$ cat config.mk
export PLATFORM = sky130hd
export DESIGN_NAME = cpu_axil_bridge_flat
export DESIGN_NICKNAME = d
export VERILOG_FILES = /design/src/rtl/cpu_axil_bridge_pkg.sv /design/src/rtl/cpu_axil_bridge_if.sv /design/src/rtl/cpu_axil_bridge.sv /design/src/flat_wrapper.sv
export SDC_FILE = /design/constraint.sdc
export NUM_CORES = 1
export LEC_CHECK = 0
export BUFFER_PORTS_ARGS = -buffer_cell sky130_fd_sc_hd__buf_2
export CORE_UTILIZATION = 48
export DETAILED_ROUTE_END_ITERATION = 10
export GPL_TIMING_DRIVEN = 0
export HOLD_SLACK_MARGIN = 0.1
export PLACE_DENSITY = 0.86
export REMOVE_ABC_BUFFERS = 1
export SETUP_SLACK_MARGIN = 0.1
export SLEW_MARGIN = 20
export SYNTH_ARGS = -nofsm -noshare
export SYNTH_HDL_FRONTEND = slang
export SYNTH_SLANG_ARGS = --single-unit
$ cat constraint.sdc
create_clock -name clk_i -period 5.5 [get_ports clk_i]
set_clock_uncertainty 0.1 [all_clocks]
set_input_delay 0.825 -clock clk_i [delete_from_list [all_inputs] [get_ports clk_i]]
set_output_delay 0.825 -clock clk_i [all_outputs]
set_load 0.1 [all_outputs]
$ cat src/rtl/cpu_axil_bridge_pkg.sv
// cpu_axil_pkg: shared types and constants for the CPU data-port to AXI4-lite bridge.
//   bridge_state_t      - bridge FSM encoding
//   RESP_*              - AXI response codes
//   ADDR_LO/HI_DEFAULT  - default accepted window for the optional range check
package cpu_axil_pkg;

    typedef enum logic [2:0] {
        IDLE  = 3'd0,
        WADDR = 3'd1,   // AW and W outstanding, completed independently
        WRESP = 3'd2,
        RADDR = 3'd3,
        RRESP = 3'd4,
        ERR   = 3'd5    // out-of-range request, answered locally
    } bridge_state_t;

    localparam logic [1:0] RESP_OKAY   = 2'b00;
    localparam logic [1:0] RESP_EXOKAY = 2'b01;
    localparam logic [1:0] RESP_SLVERR = 2'b10;
    localparam logic [1:0] RESP_DECERR = 2'b11;

    localparam logic [31:0] ADDR_LO_DEFAULT = 32'h0000_8000;  // inclusive
    localparam logic [31:0] ADDR_HI_DEFAULT = 32'h0000_8138;  // exclusive

endpackage

$ cat src/rtl/cpu_axil_bridge_if.sv
// Bus interfaces used by cpu_axil_bridge.
//   cpu_data_if : core data-memory port. The core is master, the bridge is slave.
//                 data_req/we/be/addr/wdata (request), data_gnt (accept),
//                 data_rvalid/rdata/err (response pulse).
//   axil_if     : AXI4-lite bus. The bridge is master, the peripheral is slave.
//                 AW/W/B/AR/R channels with valid/ready handshakes.
interface cpu_data_if #(
    parameter int DW = 32,
    parameter int AW = 32,
    parameter int SW = 4
);
    logic          data_req;
    logic          data_we;
    logic [SW-1:0] data_be;
    logic [AW-1:0] data_addr;
    logic [DW-1:0] data_wdata;
    logic          data_gnt;
    logic          data_rvalid;
    logic [DW-1:0] data_rdata;
    logic          data_err;

    modport master (
        output data_req, data_we, data_be, data_addr, data_wdata,
        input  data_gnt, data_rvalid, data_rdata, data_err
    );

    modport slave (
        input  data_req, data_we, data_be, data_addr, data_wdata,
        output data_gnt, data_rvalid, data_rdata, data_err
    );
endinterface

interface axil_if #(
    parameter int DW = 32,
    parameter int AW = 32,
    parameter int SW = 4
);
    logic [AW-1:0] awaddr;
    logic          awvalid;
    logic          awready;
    logic [DW-1:0] wdata;
    logic [SW-1:0] wstrb;
    logic          wvalid;
    logic          wready;
    logic [1:0]    bresp;
    logic          bvalid;
    logic          bready;
    logic [AW-1:0] araddr;
    logic          arvalid;
    logic          arready;
    logic [DW-1:0] rdata;
    logic [1:0]    rresp;
    logic          rvalid;
    logic          rready;

    modport master (
        output awaddr, awvalid, wdata, wstrb, wvalid, bready, araddr, arvalid, rready,
        input  awready, wready, bresp, bvalid, arready, rdata, rresp, rvalid
    );

    modport slave (
        input  awaddr, awvalid, wdata, wstrb, wvalid, bready, araddr, arvalid, rready,
        output awready, wready, bresp, bvalid, arready, rdata, rresp, rvalid
    );
endinterface

$ cat src/rtl/cpu_axil_bridge.sv
// cpu_axil_bridge: single-outstanding bridge from the core data port to AXI4-lite.
// Ports:
//   clk_i, rst_ni : clock, asynchronous active-low reset
//   cpu           : cpu_data_if.slave  - request accepted combinationally in IDLE,
//                                        response as a one-cycle data_rvalid pulse
//   axi           : axil_if.master     - registered valids, AW and W issued together
// Configuration:
//   CPU_AXIL_BRIDGE_RANGE_CHECK_EN - when defined, requests outside
//   [ADDR_LO, ADDR_HI) are answered locally with data_err=1 and no AXI traffic.
module cpu_axil_bridge
    import cpu_axil_pkg::*;
#(
    parameter int            DW      = 32,
    parameter int            AW      = 32,
    parameter int            SW      = 4,
    parameter logic [AW-1:0] ADDR_LO = AW'(ADDR_LO_DEFAULT),
    parameter logic [AW-1:0] ADDR_HI = AW'(ADDR_HI_DEFAULT)
) (
    input  logic       clk_i,
    input  logic       rst_ni,
    cpu_data_if.slave  cpu,
    axil_if.master     axi
);

    // Elaboration-time sanity checks on the configuration.
    if (SW * 8 != DW) begin : g_bad_sw
        $error("cpu_axil_bridge: SW must equal DW/8");
    end
    if (ADDR_HI <= ADDR_LO) begin : g_bad_range
        $error("cpu_axil_bridge: ADDR_HI must be above ADDR_LO");
    end

    bridge_state_t state_q, state_d;

    logic [AW-1:0] addr_q,  addr_d;
    logic [DW-1:0] wdata_q, wdata_d;
    logic [SW-1:0] be_q,    be_d;
    logic          aw_done_q, aw_done_d;
    logic          w_done_q,  w_done_d;

    logic          awvalid_q, awvalid_d;
    logic          wvalid_q,  wvalid_d;
    logic          bready_q,  bready_d;
    logic          arvalid_q, arvalid_d;
    logic          rready_q,  rready_d;

    logic          rsp_valid_q, rsp_valid_d;
    logic [DW-1:0] rsp_rdata_q, rsp_rdata_d;
    logic          rsp_err_q,   rsp_err_d;

    logic gnt;
    logic aw_hs, w_hs, b_hs, ar_hs, r_hs;

    // Gated by reset so a request seen while the flops are held is never granted.
    assign gnt   = cpu.data_req && (state_q == IDLE) && rst_ni;

    // Handshakes only count in the state that owns the channel; AXI inputs
    // are ignored everywhere else.
    assign aw_hs = (state_q == WADDR) && awvalid_q && axi.awready;
    assign w_hs  = (state_q == WADDR) && wvalid_q  && axi.wready;
    assign b_hs  = (state_q == WRESP) && bready_q  && axi.bvalid;
    assign ar_hs = (state_q == RADDR) && arvalid_q && axi.arready;
    assign r_hs  = (state_q == RRESP) && rready_q  && axi.rvalid;

`ifdef CPU_AXIL_BRIDGE_RANGE_CHECK_EN
    logic addr_ok;
    assign addr_ok = (cpu.data_addr >= ADDR_LO) && (cpu.data_addr < ADDR_HI);
`endif

    always_comb begin
        state_d     = state_q;
        addr_d      = addr_q;
        wdata_d     = wdata_q;
        be_d        = be_q;
        aw_done_d   = aw_done_q;
        w_done_d    = w_done_q;
        awvalid_d   = awvalid_q;
        wvalid_d    = wvalid_q;
        bready_d    = bready_q;
        arvalid_d   = arvalid_q;
        rready_d    = rready_q;
        rsp_valid_d = 1'b0;          // response is a single-cycle pulse
        rsp_rdata_d = rsp_rdata_q;   // rdata/err hold after the pulse
        rsp_err_d   = rsp_err_q;

        unique case (state_q)
            IDLE: begin
                if (gnt) begin
                    // The write flag is carried by the next state, so it is
                    // not kept as a separate register.
                    addr_d  = cpu.data_addr;
                    wdata_d = cpu.data_wdata;
                    be_d    = cpu.data_be;
`ifdef CPU_AXIL_BRIDGE_RANGE_CHECK_EN
                    if (!addr_ok) begin
                        state_d     = ERR;
                        rsp_valid_d = 1'b1;
                        rsp_err_d   = 1'b1;
                        rsp_rdata_d = '0;
                    end else
`endif
                    if (cpu.data_we) begin
                        state_d   = WADDR;
                        awvalid_d = 1'b1;
                        wvalid_d  = 1'b1;
                        aw_done_d = 1'b0;
                        w_done_d  = 1'b0;
                    end else begin
                        state_d   = RADDR;
                        arvalid_d = 1'b1;
                    end
                end
            end

            WADDR: begin
                if (aw_hs) begin
                    awvalid_d = 1'b0;
                    aw_done_d = 1'b1;
                end
                if (w_hs) begin
                    wvalid_d = 1'b0;
                    w_done_d = 1'b1;
                end
                // Either channel may finish first, or both in the same cycle.
                if ((aw_done_q || aw_hs) && (w_done_q || w_hs)) begin
                    state_d   = WRESP;
                    bready_d  = 1'b1;
                    aw_done_d = 1'b0;
                    w_done_d  = 1'b0;
                end
            end

            WRESP: begin
                if (b_hs) begin
                    state_d     = IDLE;
                    bready_d    = 1'b0;
                    rsp_valid_d = 1'b1;
                    rsp_err_d   = (axi.bresp != RESP_OKAY);
                    rsp_rdata_d = '0;
                end
            end

            RADDR: begin
                if (ar_hs) begin
                    state_d   = RRESP;
                    arvalid_d = 1'b0;
                    rready_d  = 1'b1;
                end
            end

            RRESP: begin
                if (r_hs) begin
                    state_d     = IDLE;
                    rready_d    = 1'b0;
                    rsp_valid_d = 1'b1;
                    rsp_err_d   = (axi.rresp != RESP_OKAY);
                    rsp_rdata_d = axi.rdata;
                end
            end

            // ERR only lasts for the locally generated response cycle.
            default: state_d = IDLE;
        endcase
    end

    always_ff @(posedge clk_i or negedge rst_ni) begin
        if (!rst_ni) begin
            state_q     <= IDLE;
            addr_q      <= '0;
            wdata_q     <= '0;
            be_q        <= '0;
            aw_done_q   <= 1'b0;
            w_done_q    <= 1'b0;
            awvalid_q   <= 1'b0;
            wvalid_q    <= 1'b0;
            bready_q    <= 1'b0;
            arvalid_q   <= 1'b0;
            rready_q    <= 1'b0;
            rsp_valid_q <= 1'b0;
            rsp_rdata_q <= '0;
            rsp_err_q   <= 1'b0;
        end else begin
            state_q     <= state_d;
            addr_q      <= addr_d;
            wdata_q     <= wdata_d;
            be_q        <= be_d;
            aw_done_q   <= aw_done_d;
            w_done_q    <= w_done_d;
            awvalid_q   <= awvalid_d;
            wvalid_q    <= wvalid_d;
            bready_q    <= bready_d;
            arvalid_q   <= arvalid_d;
            rready_q    <= rready_d;
            rsp_valid_q <= rsp_valid_d;
            rsp_rdata_q <= rsp_rdata_d;
            rsp_err_q   <= rsp_err_d;
        end
    end

    assign cpu.data_gnt    = gnt;
    assign cpu.data_rvalid = rsp_valid_q;
    assign cpu.data_rdata  = rsp_rdata_q;
    assign cpu.data_err    = rsp_err_q;

    assign axi.awaddr  = addr_q;
    assign axi.araddr  = addr_q;
    assign axi.wdata   = wdata_q;
    assign axi.wstrb   = be_q;
    assign axi.awvalid = awvalid_q;
    assign axi.wvalid  = wvalid_q;
    assign axi.bready  = bready_q;
    assign axi.arvalid = arvalid_q;
    assign axi.rready  = rready_q;

endmodule

$ cat src/flat_wrapper.sv
// flat-port wrapper written by rule: the top's interface ports become plain ports
module cpu_axil_bridge_flat import cpu_axil_pkg::*;
#(
    parameter int            DW      = 32,
    parameter int            AW      = 32,
    parameter int            SW      = 4,
    parameter logic [AW-1:0] ADDR_LO = AW'(ADDR_LO_DEFAULT),
    parameter logic [AW-1:0] ADDR_HI = AW'(ADDR_HI_DEFAULT)
)
  (clk_i, rst_ni, cpu_data_req, cpu_data_we, cpu_data_be, cpu_data_addr, cpu_data_wdata, cpu_data_gnt, cpu_data_rvalid, cpu_data_rdata, cpu_data_err, axi_awaddr, axi_awvalid, axi_wdata, axi_wstrb, axi_wvalid, axi_bready, axi_araddr, axi_arvalid, axi_rready, axi_awready, axi_wready, axi_bresp, axi_bvalid, axi_arready, axi_rdata, axi_rresp, axi_rvalid);
  cpu_data_if #(.DW(DW), .AW(AW), .SW(SW)) cpu_i ();
  axil_if #(.DW(DW), .AW(AW), .SW(SW)) axi_i ();
  input  logic clk_i;
  input  logic rst_ni;
  input wire logic [$bits(cpu_i.data_req)-1:0] cpu_data_req;
  input wire logic [$bits(cpu_i.data_we)-1:0] cpu_data_we;
  input wire logic [$bits(cpu_i.data_be)-1:0] cpu_data_be;
  input wire logic [$bits(cpu_i.data_addr)-1:0] cpu_data_addr;
  input wire logic [$bits(cpu_i.data_wdata)-1:0] cpu_data_wdata;
  output wire logic [$bits(cpu_i.data_gnt)-1:0] cpu_data_gnt;
  output wire logic [$bits(cpu_i.data_rvalid)-1:0] cpu_data_rvalid;
  output wire logic [$bits(cpu_i.data_rdata)-1:0] cpu_data_rdata;
  output wire logic [$bits(cpu_i.data_err)-1:0] cpu_data_err;
  output wire logic [$bits(axi_i.awaddr)-1:0] axi_awaddr;
  output wire logic [$bits(axi_i.awvalid)-1:0] axi_awvalid;
  output wire logic [$bits(axi_i.wdata)-1:0] axi_wdata;
  output wire logic [$bits(axi_i.wstrb)-1:0] axi_wstrb;
  output wire logic [$bits(axi_i.wvalid)-1:0] axi_wvalid;
  output wire logic [$bits(axi_i.bready)-1:0] axi_bready;
  output wire logic [$bits(axi_i.araddr)-1:0] axi_araddr;
  output wire logic [$bits(axi_i.arvalid)-1:0] axi_arvalid;
  output wire logic [$bits(axi_i.rready)-1:0] axi_rready;
  input wire logic [$bits(axi_i.awready)-1:0] axi_awready;
  input wire logic [$bits(axi_i.wready)-1:0] axi_wready;
  input wire logic [$bits(axi_i.bresp)-1:0] axi_bresp;
  input wire logic [$bits(axi_i.bvalid)-1:0] axi_bvalid;
  input wire logic [$bits(axi_i.arready)-1:0] axi_arready;
  input wire logic [$bits(axi_i.rdata)-1:0] axi_rdata;
  input wire logic [$bits(axi_i.rresp)-1:0] axi_rresp;
  input wire logic [$bits(axi_i.rvalid)-1:0] axi_rvalid;
  assign cpu_i.data_req = cpu_data_req;
  assign cpu_i.data_we = cpu_data_we;
  assign cpu_i.data_be = cpu_data_be;
  assign cpu_i.data_addr = cpu_data_addr;
  assign cpu_i.data_wdata = cpu_data_wdata;
  assign cpu_data_gnt = cpu_i.data_gnt;
  assign cpu_data_rvalid = cpu_i.data_rvalid;
  assign cpu_data_rdata = cpu_i.data_rdata;
  assign cpu_data_err = cpu_i.data_err;
  assign axi_awaddr = axi_i.awaddr;
  assign axi_awvalid = axi_i.awvalid;
  assign axi_wdata = axi_i.wdata;
  assign axi_wstrb = axi_i.wstrb;
  assign axi_wvalid = axi_i.wvalid;
  assign axi_bready = axi_i.bready;
  assign axi_araddr = axi_i.araddr;
  assign axi_arvalid = axi_i.arvalid;
  assign axi_rready = axi_i.rready;
  assign axi_i.awready = axi_awready;
  assign axi_i.wready = axi_wready;
  assign axi_i.bresp = axi_bresp;
  assign axi_i.bvalid = axi_bvalid;
  assign axi_i.arready = axi_arready;
  assign axi_i.rdata = axi_rdata;
  assign axi_i.rresp = axi_rresp;
  assign axi_i.rvalid = axi_rvalid;
  cpu_axil_bridge #(.DW(DW), .AW(AW), .SW(SW), .ADDR_LO(ADDR_LO), .ADDR_HI(ADDR_HI)) u_core (.clk_i(clk_i), .rst_ni(rst_ni), .cpu(cpu_i), .axi(axi_i));
endmodule
==> summary.txt <==
Final layout
  • Final net count: 643
  • Area Overhead vs Synth: 31.2%
  • Diode count: 0
  • Layout cell share with drive strength beyond 1: 64.7%
  • Final Core Density: around 64%
  • Finished Layout Cells: 643

Worst setup path
  • Buffers and inverters on the worst path: 2
  • CP max stage delay: roughly 0.5 ns
  • Cell family with most CP delay: buffers and inverters
  • CP Class: in -> out
  • RR Startpoint: u_core.state_q[1]
  • Critical Path Start Type: input port
  • CP cell instances: buf_6, nand2_1, nor3_4, buf_2
  • Critical path required time: approximately 4.6 ns
  • Reg-to-reg slack, setup: 3.20 ns
  • CP max-delay cell: buf_2
  • Critical R2R Capture: u_core.axi.wdata[2]
  • R2r worst-path depth: 6
  • CP Max Fanout: 47
  • Crit. End Element: output port
  • CP arrival: 2.25 ns

Detailed routing
  • DR iter-0 viols: 94
  • Number of routed nets with antenna violations: 0
  • Routed Wire Length: 9790 um
  • DR vias/cell: 5.01
  • Drt wl/cell: 15.2 um
  • Total number of vias: between 3000 and 4000
  • First-pass DRT Iterations: 4
  • DRC: 0

GRT
  • GR Util met2: a little over a third
  • Global-route usage over all layers: between 10% and 20%
  • Pin count of the biggest net entering global routing: 70
  • Initial antenna violation count: 0
  • Congestion Overflow GR: 0
  • Number of global-route vias before repair: 3206
  • First-pass GRT wire length: about 15000 um
  • M1 GR Usage: approximately a quarter
  • Gr busiest metal: met2
  • Met3 Resource Use GR: 3.76%

Timing
  • Final hold vios: 0
  • RSZ-0062 raised after global routing: false
  • Min Clock Period, post-route: 3.18 ns
  • F_max: ~310 MHz
  • Fin crit share: around 58%
  • Hold slack: 0.276 ns
  • Endpoints failing setup: 0
  • Slew headroom: just under 60%
  • Max-slew violations: 0
  • Worst Tran Pin Value: 0.621 ns

Clock network
  • CTS resizes: 0
  • Num CTS Buffers: 9
  • CTS tree: yes
  • Clk sink count: 112
  • Clock root cell: clkbuf_8
  • Clock tree buffer depth: 2
  • Post-CTS Hold Fix Bufs: 0
  • Setup Fix Bufs, Post-CTS: 0
  • Clock Pin Slew Worst Setup and Hold Paths: around 0.10 ns
  • # H-tree levels: 3
  • Clock Latency Late Sink: 0.36 ns

Placement
  • Number of port buffers: 252
  • Cells after DPL: 630
  • RePlAce Congestion: approximately 0.78
  • Post-DP HPWL: 7270 um

Synthesis
  • Syn Inst Count: roughly 310
  • Sequential area share after synthesis: 62.1%
  • Post-synth EDFFs: 0
  • Synth unique cells: 32
  • Predominant post-synthesis flop cell: dfrtp_1
  • Mapped Area: 4510 um^2
  • Post-synth top cells: dfrtp_1, mux2_2, a22o_1, buf_4
  • Leading area contributor after synthesis: dfrtp_1
  • Avg Cell Area, Syn: around 15 um^2
  • FF+latch count, synth: 112
  • Synth area leaders: dfrtp_1, mux2_2, a22o_1
  • Post-synth ARST share: 100%
  • Most common cell in the netlist: dfrtp_1
  • Synth top area share: ~62%
  • Synth warn: 0

Die
  • I/O pin total: 253
  • Starting Density: roughly 49%
  • Die W: 99.0 um
  • Die area: 9800 um^2
  • Die H: 99.0 um
  • Rows: 35
  • Floorplan core area: 9200 um^2

Job
  • Max cap viols: 0

Min path
  • Hold/Removal Path Class: in -> async

Status
  • Status: completed
## cells in the final DEF (no fill, tap or decap)
| master | netlist | routed |
|---|---|---|
| buf_2 | 7 | 251 |
| nor3b_1 | 1 | 1 |
| mux2_2 | 69 | 69 |
| bufinv_16 | 0 | 4 |
| buf_16 | 0 | 1 |
| dfrtp_1 | 112 | 112 |
| a211o_1 | 2 | 2 |
| buf_8 | 0 | 5 |
| nor4_1 | 2 | 2 |
| o41ai_1 | 1 | 1 |
| buf_6 | 7 | 2 |
| and2_1 | 2 | 1 |
| clkbuf_8 | 0 | 9 |
| or2_1 | 1 | 1 |
| o21a_1 | 1 | 1 |
| a41o_1 | 1 | 1 |
| and2_2 | 0 | 1 |
| nand4_1 | 1 | 1 |
| nor2_1 | 3 | 3 |
| and3_1 | 1 | 1 |
| a21boi_0 | 1 | 1 |
| nor3_4 | 1 | 1 |
| nand3_1 | 1 | 1 |
| a22oi_2 | 0 | 1 |
| a31oi_1 | 4 | 4 |
| o21ai_0 | 3 | 3 |
| o2bb2ai_1 | 2 | 2 |
| nor2b_1 | 1 | 1 |
| a22o_1 | 32 | 32 |
| inv_1 | 4 | 4 |
| mux2i_1 | 1 | 1 |
| or3_1 | 1 | 1 |
| and3b_1 | 1 | 1 |
| a21oi_1 | 7 | 7 |
| nand2_1 | 3 | 3 |
## cell type report
class | instances | area [um^2]
Timing Repair Buffer | 259 | 1380
Clock buffer | 9 | 124
Fill cell | 684 | 3270
Tap cell | 111 | 139
Clock inverter | 4 | 120
Sequential cell | 112 | 2800
Inverter | 4 | 15.0
Multi-Input combinational cell | 144 | 1340
## sequential cells by signal, summed over array words and instances, names as in the netlist
register	flops
u_core.state_q	3
u_core.w_done_q	1
u_core.axi.rready	1
u_core.axi.awvalid	1
u_core.cpu.data_rdata	32
u_core.axi.wvalid	1
u_core.axi.wdata	32
u_core.axi.arvalid	1
u_core.cpu.data_err	1
u_core.cpu.data_rvalid	1
u_core.aw_done_q	1
u_core.axi.wstrb	4
u_core.axi.araddr	32
u_core.axi.bready	1
## worst max path at each step
stage	startpoint	to	slack [ns]	cells past startpoint
floorplan	rst_ni	cpu_data_gnt	1.34	2
global placement	rst_ni	cpu_data_gnt	-1.35	4
detailed placement	rst_ni	cpu_data_gnt	2.29	4
CTS	rst_ni	cpu_data_gnt	2.29	4
global route	rst_ni	cpu_data_gnt	2.19	4
finish	rst_ni	cpu_data_gnt	2.32	4
## per-stage QoR
step | TNS, ns | setup slack, ns | area [um^2]
after floorplan | 0 | 1.34 | 4150
after global placement | -29.79 | -1.35 | 5550
after detailed placement | 0 | 2.29 | 5680
after CTS | 0 | 2.29 | 5920
after global routing | 0 | 2.19 | 5920
final | 0 | 2.32 | 5920
## cell families after synthesis
| family | count (synthesis) | share of synthesized area [%] |
|---|---|---|
| AOI/OAI and AO/OA | 55 | 9.56 |
| muxes | 70 | 17.4 |
| and+or+nand+nor | 19 | 2.58 |
| DFF | 112 | 62.1 |
| buffers and inverters | 52 | 8.34 |
## metal layers
layer	share of wire, %	wire, um
met5	0	0
met4	1.3	128
met1	42	4150
met3	6.1	594
met2	50	4920
Power is left out: the tool's default activity adds up to more than one toggle a clock period on the data nets, which glitch-free logic cannot reach.
